**src/rtl/m_frame_buf_arbiter_pkg.sv**
```systemverilog
// Shared definitions for the frame buffer arbiter slice.
// Holds the FSM state encoding, the burst length width, the FIFO level width
// and the default frame/burst geometry.
package m_frame_buf_arbiter_pkg;

  localparam int unsigned C_ADDR_W      = 24;
  localparam int unsigned C_BURST_LEN   = 256;
  localparam int unsigned C_FRAME_WORDS = 307200;
  localparam int unsigned C_FIFO_DEPTH  = 1024;
  localparam int unsigned C_RD_URGENT   = 128;

  localparam int unsigned LEN_W   = 9;
  localparam int unsigned USEDW_W = 10;

  localparam logic [2:0] S_IDLE     = 3'd0;
  localparam logic [2:0] S_WR_REQ   = 3'd1;
  localparam logic [2:0] S_WR_BURST = 3'd2;
  localparam logic [2:0] S_RD_REQ   = 3'd3;
  localparam logic [2:0] S_RD_BURST = 3'd4;

endpackage

```
**src/rtl/m_frame_buf_arbiter_if.sv**
```systemverilog
// Burst command bus between the arbiter and the SDRAM controller.
//  wr_req/rd_req : burst request, one direction at a time
//  addr          : burst start address {bank, offset}
//  burst_len     : words in the burst
//  ack           : controller accepted the command (1 cycle)
//  done          : burst data transfer complete (1 cycle)
// master = arbiter side, slave = controller side.
interface m_frame_buf_arbiter_if #(
  parameter int unsigned P_ADDR_W = 24
);
  import m_frame_buf_arbiter_pkg::*;

  logic                wr_req;
  logic                rd_req;
  logic [P_ADDR_W-1:0] addr;
  logic [LEN_W-1:0]    burst_len;
  logic                ack;
  logic                done;

  modport master (output wr_req, output rd_req, output addr, output burst_len,
                  input  ack,    input  done);
  modport slave  (input  wr_req, input  rd_req, input  addr, input  burst_len,
                  output ack,    output done);
endinterface

```
**src/rtl/m_frame_addr_gen.sv**
```systemverilog
// Frame address generator: one instance per direction.
// Keeps the word offset within the current frame and the bank bit.
//  i_restart   : offset <= 0
//  i_bank_load : bank <= i_bank
//  i_advance   : offset += i_len (burst completed)
//  o_addr      : {bank, offset}
//  o_next_len  : min(P_BURST_LEN, P_FRAME_WORDS - offset)
//  o_at_end    : the whole frame has been transferred
//  o_bank      : current bank
module m_frame_addr_gen
  import m_frame_buf_arbiter_pkg::*;
#(
  parameter int unsigned P_ADDR_W      = C_ADDR_W,
  parameter int unsigned P_BURST_LEN   = C_BURST_LEN,
  parameter int unsigned P_FRAME_WORDS = C_FRAME_WORDS
) (
  input  logic                i_clk,
  input  logic                i_rst_n,
  input  logic                i_restart,
  input  logic                i_bank_load,
  input  logic                i_bank,
  input  logic                i_advance,
  input  logic [LEN_W-1:0]    i_len,
  output logic [P_ADDR_W-1:0] o_addr,
  output logic [LEN_W-1:0]    o_next_len,
  output logic                o_at_end,
  output logic                o_bank
);

  localparam int unsigned OW = P_ADDR_W - 1;
  localparam logic [OW-1:0] C_FRAME = OW'(P_FRAME_WORDS);
  localparam logic [OW-1:0] C_BURST = OW'(P_BURST_LEN);

  logic [OW-1:0] off;
  logic [OW-1:0] remaining;
  logic          bank;

  assign remaining  = C_FRAME - off;
  assign o_at_end   = (off >= C_FRAME);
  assign o_next_len = (remaining >= C_BURST) ? LEN_W'(P_BURST_LEN) : remaining[LEN_W-1:0];
  assign o_addr     = {bank, off};
  assign o_bank     = bank;

  always_ff @(posedge i_clk or negedge i_rst_n) begin
    if (!i_rst_n) begin
      off  <= '0;
      bank <= 1'b0;
    end else begin
      if (i_restart)
        off <= '0;
      else if (i_advance)
        off <= off + {{(OW-LEN_W){1'b0}}, i_len};
      if (i_bank_load)
        bank <= i_bank;
    end
  end

endmodule

```
**src/rtl/m_frame_buf_arbiter.sv**
```systemverilog
// SDRAM burst arbiter between the camera write path and the VGA read path.
// Picks one direction at a time from the FIFO levels, issues one burst
// command on the sdram bus and ping-pongs frame banks so the display always
// reads a complete frame.
//  i_clk, i_rst_n          : clock, asynchronous active-low reset
//  i_wr_fifo_usedw         : camera write FIFO level
//  i_wr_frame_start        : camera vsync pulse
//  i_rd_fifo_usedw         : display read FIFO level
//  i_rd_frame_clr          : display FIFO clear level (line 0)
//  sdram                   : burst command bus (master side)
//  o_busy                  : command pending or in flight
//  o_rd_bank               : bank currently being displayed
module m_frame_buf_arbiter
  import m_frame_buf_arbiter_pkg::*;
#(
  parameter int unsigned P_ADDR_W      = C_ADDR_W,
  parameter int unsigned P_BURST_LEN   = C_BURST_LEN,
  parameter int unsigned P_FRAME_WORDS = C_FRAME_WORDS,
  parameter int unsigned P_FIFO_DEPTH  = C_FIFO_DEPTH,
  parameter int unsigned P_RD_URGENT   = C_RD_URGENT
) (
  input  logic               i_clk,
  input  logic               i_rst_n,
  input  logic [USEDW_W-1:0] i_wr_fifo_usedw,
  input  logic               i_wr_frame_start,
  input  logic [USEDW_W-1:0] i_rd_fifo_usedw,
  input  logic               i_rd_frame_clr,
  m_frame_buf_arbiter_if.master sdram,
  output logic               o_busy,
  output logic               o_rd_bank
);

  localparam int unsigned UW = USEDW_W + 1;
  localparam logic [UW-1:0] C_URGENT = UW'(P_RD_URGENT);
  localparam logic [UW-1:0] C_REFILL = UW'(P_FIFO_DEPTH - P_BURST_LEN);

  logic [2:0]          state;
  logic                wr_pend, rd_pend, full_bank, clr_d, wr_end_d;
  logic [P_ADDR_W-1:0] wr_addr, rd_addr;
  logic [LEN_W-1:0]    wr_len, rd_len;
  logic                wr_at_end, rd_at_end, wr_bank;
  logic                in_wr, in_rd, clr_rise, wr_restart, rd_restart;
  logic                full_bank_nxt, rd_bank_nxt, wr_bank_sel;
  logic                wr_advance, rd_advance, decide;
  logic                rd_ok, rd_urgent, rd_refill, wr_go;

  assign in_wr    = (state == S_WR_REQ) || (state == S_WR_BURST);
  assign in_rd    = (state == S_RD_REQ) || (state == S_RD_BURST);
  assign clr_rise = i_rd_frame_clr & ~clr_d;

  // Restarts are held pending while their own direction is in flight.
  assign wr_restart = (i_wr_frame_start | wr_pend) & ~in_wr;
  assign rd_restart = (clr_rise | rd_pend) & ~in_rd;

  // The frame-complete bank is forwarded so a restart in the very cycle the
  // write frame ends already sees the new full bank.
  assign full_bank_nxt = (wr_at_end & ~wr_end_d) ? wr_bank : full_bank;
  assign rd_bank_nxt   = rd_restart ? full_bank_nxt : rd_bank_nxt_hold();
  assign wr_bank_sel   = (~full_bank_nxt == rd_bank_nxt) ? full_bank_nxt : ~full_bank_nxt;

  function automatic logic rd_bank_nxt_hold();
    return o_rd_bank;
  endfunction

  assign wr_advance = (state == S_WR_BURST) & sdram.done;
  assign rd_advance = (state == S_RD_BURST) & sdram.done;

  // No decision in a restart cycle so the command never carries a stale address.
  assign decide    = (state == S_IDLE) & ~wr_restart & ~rd_restart;
  assign rd_ok     = ~rd_at_end & ~i_rd_frame_clr;
  assign rd_urgent = rd_ok & ({1'b0, i_rd_fifo_usedw} < C_URGENT);
  assign rd_refill = rd_ok & ({1'b0, i_rd_fifo_usedw} <= C_REFILL);
  assign wr_go     = ~wr_at_end & ({1'b0, i_wr_fifo_usedw} >= {{(UW-LEN_W){1'b0}}, wr_len});

  assign o_busy = (state != S_IDLE);

  m_frame_addr_gen #(
    .P_ADDR_W      (P_ADDR_W),
    .P_BURST_LEN   (P_BURST_LEN),
    .P_FRAME_WORDS (P_FRAME_WORDS)
  ) u_wr_gen (
    .i_clk       (i_clk),
    .i_rst_n     (i_rst_n),
    .i_restart   (wr_restart),
    .i_bank_load (wr_restart),
    .i_bank      (wr_bank_sel),
    .i_advance   (wr_advance),
    .i_len       (sdram.burst_len),
    .o_addr      (wr_addr),
    .o_next_len  (wr_len),
    .o_at_end    (wr_at_end),
    .o_bank      (wr_bank)
  );

  m_frame_addr_gen #(
    .P_ADDR_W      (P_ADDR_W),
    .P_BURST_LEN   (P_BURST_LEN),
    .P_FRAME_WORDS (P_FRAME_WORDS)
  ) u_rd_gen (
    .i_clk       (i_clk),
    .i_rst_n     (i_rst_n),
    .i_restart   (rd_restart),
    .i_bank_load (rd_restart),
    .i_bank      (full_bank_nxt),
    .i_advance   (rd_advance),
    .i_len       (sdram.burst_len),
    .o_addr      (rd_addr),
    .o_next_len  (rd_len),
    .o_at_end    (rd_at_end),
    .o_bank      (o_rd_bank)
  );

  always_ff @(posedge i_clk or negedge i_rst_n) begin
    if (!i_rst_n) begin
      state           <= S_IDLE;
      wr_pend         <= 1'b0;
      rd_pend         <= 1'b0;
      full_bank       <= 1'b0;
      clr_d           <= 1'b0;
      wr_end_d        <= 1'b0;
      sdram.wr_req    <= 1'b0;
      sdram.rd_req    <= 1'b0;
      sdram.addr      <= '0;
      sdram.burst_len <= '0;
    end else begin
      clr_d     <= i_rd_frame_clr;
      wr_end_d  <= wr_at_end;
      full_bank <= full_bank_nxt;
      wr_pend   <= in_wr & (wr_pend | i_wr_frame_start);
      rd_pend   <= in_rd & (rd_pend | clr_rise);
      case (state)
        S_IDLE: begin
          if (decide) begin
            if (rd_urgent) begin
              sdram.rd_req    <= 1'b1;
              sdram.addr      <= rd_addr;
              sdram.burst_len <= rd_len;
              state           <= S_RD_REQ;
            end else if (wr_go) begin
              sdram.wr_req    <= 1'b1;
              sdram.addr      <= wr_addr;
              sdram.burst_len <= wr_len;
              state           <= S_WR_REQ;
            end else if (rd_refill) begin
              sdram.rd_req    <= 1'b1;
              sdram.addr      <= rd_addr;
              sdram.burst_len <= rd_len;
              state           <= S_RD_REQ;
            end
          end
        end
        S_WR_REQ: begin
          if (sdram.ack) begin
            sdram.wr_req <= 1'b0;
            state        <= S_WR_BURST;
          end
        end
        S_RD_REQ: begin
          if (sdram.ack) begin
            sdram.rd_req <= 1'b0;
            state        <= S_RD_BURST;
          end
        end
        S_WR_BURST, S_RD_BURST: begin
          if (sdram.done)
            state <= S_IDLE;
        end
        default: state <= S_IDLE;
      endcase
    end
  end

endmodule

```
**src/flat_wrapper.sv**
```systemverilog
// flat-port wrapper written by rule: the top's interface ports become plain ports
module m_frame_buf_arbiter_flat import m_frame_buf_arbiter_pkg::*;
#(
  parameter int unsigned P_ADDR_W      = C_ADDR_W,
  parameter int unsigned P_BURST_LEN   = C_BURST_LEN,
  parameter int unsigned P_FRAME_WORDS = C_FRAME_WORDS,
  parameter int unsigned P_FIFO_DEPTH  = C_FIFO_DEPTH,
  parameter int unsigned P_RD_URGENT   = C_RD_URGENT
)
  (i_clk, i_rst_n, i_wr_fifo_usedw, i_wr_frame_start, i_rd_fifo_usedw, i_rd_frame_clr, o_busy, o_rd_bank, sdram_wr_req, sdram_rd_req, sdram_addr, sdram_burst_len, sdram_ack, sdram_done);
  m_frame_buf_arbiter_if #(.P_ADDR_W(P_ADDR_W)) sdram_i ();
  input  logic i_clk;
  input  logic i_rst_n;
  input  logic [USEDW_W-1:0] i_wr_fifo_usedw;
  input  logic i_wr_frame_start;
  input  logic [USEDW_W-1:0] i_rd_fifo_usedw;
  input  logic i_rd_frame_clr;
  output logic o_busy;
  output logic o_rd_bank;
  output wire logic [$bits(sdram_i.wr_req)-1:0] sdram_wr_req;
  output wire logic [$bits(sdram_i.rd_req)-1:0] sdram_rd_req;
  output wire logic [$bits(sdram_i.addr)-1:0] sdram_addr;
  output wire logic [$bits(sdram_i.burst_len)-1:0] sdram_burst_len;
  input wire logic [$bits(sdram_i.ack)-1:0] sdram_ack;
  input wire logic [$bits(sdram_i.done)-1:0] sdram_done;
  assign sdram_wr_req = sdram_i.wr_req;
  assign sdram_rd_req = sdram_i.rd_req;
  assign sdram_addr = sdram_i.addr;
  assign sdram_burst_len = sdram_i.burst_len;
  assign sdram_i.ack = sdram_ack;
  assign sdram_i.done = sdram_done;
  m_frame_buf_arbiter #(.P_ADDR_W(P_ADDR_W), .P_BURST_LEN(P_BURST_LEN), .P_FRAME_WORDS(P_FRAME_WORDS), .P_FIFO_DEPTH(P_FIFO_DEPTH), .P_RD_URGENT(P_RD_URGENT)) u_core (.i_clk(i_clk), .i_rst_n(i_rst_n), .i_wr_fifo_usedw(i_wr_fifo_usedw), .i_wr_frame_start(i_wr_frame_start), .i_rd_fifo_usedw(i_rd_fifo_usedw), .i_rd_frame_clr(i_rd_frame_clr), .sdram(sdram_i), .o_busy(o_busy), .o_rd_bank(o_rd_bank));
endmodule
```
**config.mk**
```make
export PLATFORM = sky130hd
export DESIGN_NAME = m_frame_buf_arbiter_flat
export DESIGN_NICKNAME = d
export VERILOG_FILES = /design/src/rtl/m_frame_buf_arbiter_pkg.sv /design/src/rtl/m_frame_buf_arbiter_if.sv /design/src/rtl/m_frame_addr_gen.sv /design/src/rtl/m_frame_buf_arbiter.sv /design/src/flat_wrapper.sv
export SDC_FILE = /design/constraint.sdc
export NUM_CORES = 1
export LEC_CHECK = 0
export CORE_MARGIN = 2
export CORE_UTILIZATION = 30
export DETAILED_ROUTE_END_ITERATION = 8
export GPL_ROUTABILITY_DRIVEN = 0
export PLACE_DENSITY_LB_ADDON = 0.15
export SETUP_SLACK_MARGIN = 0.2
export SLEW_MARGIN = 20
export SYNTH_ARGS = -nofsm -noshare
export SYNTH_HDL_FRONTEND = slang
export SYNTH_SLANG_ARGS = --single-unit
```
**constraint.sdc**
```tcl
create_clock -name i_clk -period 11.6 [get_ports i_clk]
set_input_delay 3.48 -clock i_clk [delete_from_list [all_inputs] [get_ports i_clk]]
set_output_delay 3.48 -clock i_clk [all_outputs]
set_load 0.02 [all_outputs]
```
Word level (Yosys, flattened, before mapping). Cells that the tools add are included.

Equal/unequal tests: 14. Div/mod/pow operators: 0. Reductions and logical operators: 14. Shift-type cells: 0. Multiply operators: 0. Multiplexer cells: 33. Add/sub/neg operators: 4. Bitwise gates (word level): 26. Order comparisons: 7.

Operators with widths (count): 23-bit two-way mux (4); 24-bit two-way mux (3); 23-bit by 9-bit adder with 23-bit output (2); 23-bit by 19-bit >= comparator with 1-bit output, second input constant (2); 23-bit by 9-bit >= comparator with 1-bit output, second input constant (2); 19-bit by 23-bit subtractor with 23-bit output, first input constant (2); 9-bit two-way mux (5); 3-bit two-way mux (7); 5-bit AND reduction (3); 1-bit AND (14); 3-bit one-hot mux with 4 select lines (1); 1-bit two-way mux (11); 10-bit by 9-bit >= comparator with 1-bit output (1); 10-bit <= comparator, second input constant (1); 10-bit by 8-bit < comparator with 1-bit output, second input constant (1); 1-bit inverter (10); 2-bit inequality test, second input constant (4); 2-bit nonzero test (4); 3-bit by 2-bit == test with 1-bit output, second input constant (2); 3-bit nonzero test (2); 2-bit by 1-bit inequality test with 1-bit output, second input constant (2); 4-bit by 1-bit inequality test with 1-bit output, second input constant (1); 1-bit one-hot mux with 2 select lines (2); 3-bit by 1-bit == test with 1-bit output, second input constant (1); other kinds (9) (11).

Bits in latches: 0. Logic and storage cells: 112. Register bits: 91. Memory bits (read-only): 0. Output and inout port bits: 37. Input port bits: 26. Bits in writable memories: 0. Memories: 0.

Depth between registers and ports, before layout.
Depth after elaboration: 9. Mapped depth: 19. Gate-level depth less buffers: 17.

Cells and area by module. From an unflattened synthesis, not the netlist that was laid out.

Cell total of the unflattened synthesis: 849. Area, all modules: 7181.9 µm².

Modules (own cells, without submodules): m_frame_buf_arbiter (cells an instance 317, instances 1, sequential area each 1076.0 µm², area each 2847.7 µm²); m_frame_addr_gen (u_core.u_rd_gen) (cells an instance 274, instances 1, sequential area each 600.6 µm², area each 2238.4 µm²); m_frame_addr_gen (u_core.u_wr_gen) (cells an instance 258, instances 1, sequential area each 600.6 µm², area each 2095.8 µm²).

Worst setup path before layout. OpenSTA, ideal clock, no wires.

Path kind: input to register. Start point: in i_wr_fifo_usedw[7]. End point: reg u_core.sdram.addr[7]. Arrival time: 5.431 ns. Stages on the path: 9. Data required time: 11.475 ns. Library setup time: 0.125 ns. Setup slack: 6.044 ns. Buffers on the path: 2. Path through: ha_1 -> and3_1 -> a211o_1 -> a311o_1 -> o2bb2ai_2 -> and2_1 -> buf_6 -> buf_6 -> mux2_4.

Word-level cells in the longest chain between the ends: 4. Elaborated cells between the ends (all ways): 6. Classes of those cells: order compare (1); mux (2); bitwise (1); reduce/logical (2).

Ends and longest elaborated chain: start, declared (line flat_wrapper.sv:14) `input logic [USEDW_W-1:0] i_wr_fifo_usedw;`; 10-bit by 9-bit >= comparator with 1-bit output * (line m_frame_buf_arbiter.sv:73) `assign wr_go = ~wr_at_end & ({1'b0, i_wr_fifo_usedw} >= {{(UW-LEN_W){1'b0}}, wr_len});`; 1-bit AND * (line m_frame_buf_arbiter.sv:73); 3-bit nonzero test (no source line) or 24-bit two-way mux (tied branches); 3-bit AND reduction (no source line) or 24-bit two-way mux (tied branches); end signal, assigned (line m_frame_buf_arbiter.sv:136) `sdram.addr <= rd_addr;`; end signal, assigned (line m_frame_buf_arbiter.sv:141) `sdram.addr <= wr_addr;`; end signal, assigned (line m_frame_buf_arbiter.sv:146) `sdram.addr <= rd_addr;`; end, declared (line m_frame_buf_arbiter_if.sv:20) `modport master (output wr_req, output rd_req, output addr, output burst_len,`.

Every way passes the cells marked *; elsewhere a longest branch is shown, timed or not. A chain may end at the register's enable or synchronous reset.

Worst setup path in the final report.
Start point: in i_wr_fifo_usedw[0]. End point: reg u_core.sdram.addr[8].

Same word-level chain as after synthesis.

==> flow_summary.ini <==
[global_route]
grtUsageMet3 = 0.0286
grt_first_pass_wirelength_um = 31900
overflow = 0
antenna_found_initial = 0
grt_pass1_vias = 5719
use_met2 = 0.264
grt.total_usage = 0.170
use_met1 = 0.238
top_usage_layer = met2
grt_max_degree = 54

[clock_network]
cts_buffer_depth = 2
clock-sinks = 91
postCtsResizedCells = 0
clk-insertion-delay-late_ns = 0.35
cts_tree = yes
post_cts_buffers = 0
cts_inserted_buffers = 9
clk_pin_slew_ns = 0.07
ctsRootBufferMaster = clkbuf_16
cts_hold_buf = 0
htreeDepth = 3

[setup_path]
path_class = in2reg
cp_max_fo = 19
critical_path_arrival_ns = 6.54
cp_cell_sequence = clkdlybuf4s50_1, inv_1, ha_1, nand2b_1, a31oi_1, o21ai_0, a311o_1, o2bb2ai_2, and2_1, buf_4, mux2_2
cpPeakStageDelay_ns = 0.52
required_ns = 11.84
r2r_start = u_core.u_wr_gen.off[1]
r2r_cells = 17
rr_endpoint = u_core.sdram.addr[8]
cp_slowest_cell = and2_1
start_kind = input pin
critPathCaptureType = flip-flop
reg2reg_slack_ns = 5.74

[power]
leakage_nw = 3.19
power_density_nw_per_um2 = 195
power_mw = 1.51
ir_drop_v = 0.0000996

[yosys]
async_flop_share = 1.00
avgSynthCellArea_um2 = 9.24
synthMuxAreaShare = 0.0928
synthTopCellsByArea = dfrtp_1, mux2_4, ha_1, xnor2_1, a21oi_1
yosysSeqAreaShare = 0.343
synth_compound_gate_area_share = 0.187
ys.flop_type = dfrtp_1
synthDominantAreaCellType = dfrtp_1
ys_seq_elements = 91
yosysWarningCount = 0
synthAdderAreaFrac = 0.0606
synth_area_um2 = 6650
synth-edff-count = 0
syn_inst = 719
syn_nets = 776
yosys.area_share.xor_xnor = 0.0527
yosysTopAreaCellShare = 0.343
synth.distinct_cells = 71
synth_top_family_by_area = simple AND/OR/NAND/NOR gates
synth-simple-area-share = 0.216

[drt]
routedWlPerCell_um = 18.8
num_vias = 5743
initialDrtViolationCount = 409
vias_per_cell = 5.55
drc = 0
first_pass_iters = 5
routed_wl_um = 19500
antenna_left = 0

[finish]
mostFrequentLayoutCells = dfrtp_1, clkdlybuf4s50_1, nand2_1, nor2_1, a21oi_1
final_nets = 807
layout_commonest_cell = dfrtp_1
syn2layout_area_growth_pct = 16.7
n_antenna_cell = 0
drive_gt1_frac = 0.0980

[run]
drv_cap = 0

[timing]
slew_headroom = 0.311
rsz0062_at_grt = false
maxSlewViolCount = 0
final.min_clock_period_ns = 6.30
whs_ns = 0.492
finalCritPeriodShare = 0.543
fin_tns_setup_ns = 0
setup-violations-final = 0
finClkSkew_ns = 0.00839
timing.fmax_mhz = 159
hold_viol = 0
worst_pin_slew_ns = 1.03

[die]
die_area_um2 = 23400
io_pins = 63
initial_core_util = 0.305
die_y_um = 153
core-area_um2 = 21800
rows = 54
die_x_um = 153

[placement]
io_buffers = 62
dp_hpwl_um = 14700

[hold_path]
hp-class = reg2reg
min_to = u_core.sdram.addr[21]
min_from = u_core.sdram.addr[21]
hold_depth = 1

[outcome]
outcome = complete, no violations
routing by layer:
metal | up-vias | share of wire
li1 | 2743 | -
met1 | 2787 | 0.49
met2 | 176 | 0.44
met3 | 37 | 0.041
met4 | 0 | 0.034
met5 | - | 0
cell usage after synthesis (7+ instances only):
library cell / instances
a31oi_1: 11
a21oi_1: 40
o31ai_1: 12
o21ai_0: 39
or3_1: 11
nor3_1: 17
ha_1: 29
xor2_1: 15
nand3_1: 34
xnor2_1: 25
nand4_1: 27
o211ai_1: 8
nand2b_1: 9
mux2_4: 34
inv_1: 23
nand2_1: 48
a21boi_0: 9
and2_1: 16
and3_1: 9
nor2b_1: 8
dfrtp_1: 91
a211oi_1: 7
clkbuf_1: 34
nor2_1: 48
state kept, by name, indices dropped and copies added, names as in the netlist, named ones only:
signal,count
u_core.sdram.addr,24
u_core.u_rd_gen.off,23
u_core.rd_pend,1
u_core.sdram.burst_len,9
u_core.u_wr_gen.off,23
u_core.wr_end_d,1
u_core.u_wr_gen.o_bank,1
u_core.state,3
u_core.sdram.wr_req,1
u_core.sdram.rd_req,1
u_core.full_bank,1
u_core.clr_d,1
u_core.wr_pend,1
kinds of logic after synthesis:
group,count (synthesis)
AND/OR/NAND/NOR,261
flip-flops,91
adder cells (fa/ha/maj),31
buffers and inverters,71
XOR/XNOR,40
multiplexers,44
AO/OA/AOI/OAI,181
report_power, final:
| group | internal, mW | leakage (nW) | total (mW) | switching (mW) |
|---|---|---|---|---|
| Combinational | 0.289 | 1.80 | 0.704 | 0.415 |
| Clock | 0.198 | 0.166 | 0.342 | 0.143 |
| Sequential | 0.371 | 1.22 | 0.468 | 0.0972 |
| Total | 0.858 | 3.19 | 1.51 | 0.656 |
critical path, delay by kind of cell:
kind	cells	cell delay [ns]
buffers and inverters	3	0.91
AOI/OAI and AO/OA	4	0.89
adders and majority gates	1	0.25
muxes	1	0.37
and+or+nand+nor	2	0.61
worst max-delay path by stage:
| stage | from | to | slack, ns | cells after the start |
|---|---|---|---|---|
| after global routing | i_wr_fifo_usedw[0] | u_core.sdram.addr[8] | 5.16 | 11 |
| after detailed placement | i_wr_fifo_usedw[0] | u_core.sdram.addr[23] | 4.94 | 10 |
| after global placement | i_wr_fifo_usedw[0] | u_core.sdram.addr[15] | 5.01 | 10 |
| final | i_wr_fifo_usedw[0] | u_core.sdram.addr[8] | 5.30 | 11 |
| after floorplan | i_wr_fifo_usedw[7] | u_core.sdram.addr[7] | 6.04 | 9 |
| after CTS | i_wr_fifo_usedw[0] | u_core.sdram.addr[23] | 5.31 | 10 |
per-stage QoR:
step / setup slack (ns) / cells / utilization / area (um^2)
6_report: 5.30 / 1035 / 0.357 / 7760
5_1_grt: 5.16 / 1035 / 0.357 / 7760
4_1_cts: 5.31 / 1035 / 0.357 / 7760
3_5_place_dp: 4.94 / 1019 / 0.341 / 7420
3_3_place_gp: 5.01 / 1019 / 0.341 / 7420
2_1_floorplan: 6.04 / 719 / - / 6650
layout make-up:
cell class	instances	area (um^2)
Inverter	24	90.1
Multi-Input combinational cell	557	4050
Timing Repair Buffer	67	656
Clock buffer	10	239
Clock inverter	6	96.3
Tap cell	280	350
Sequential cell	91	2280
Fill cell	2209	14000
Note: power is estimated with default switching activity, not from simulation.
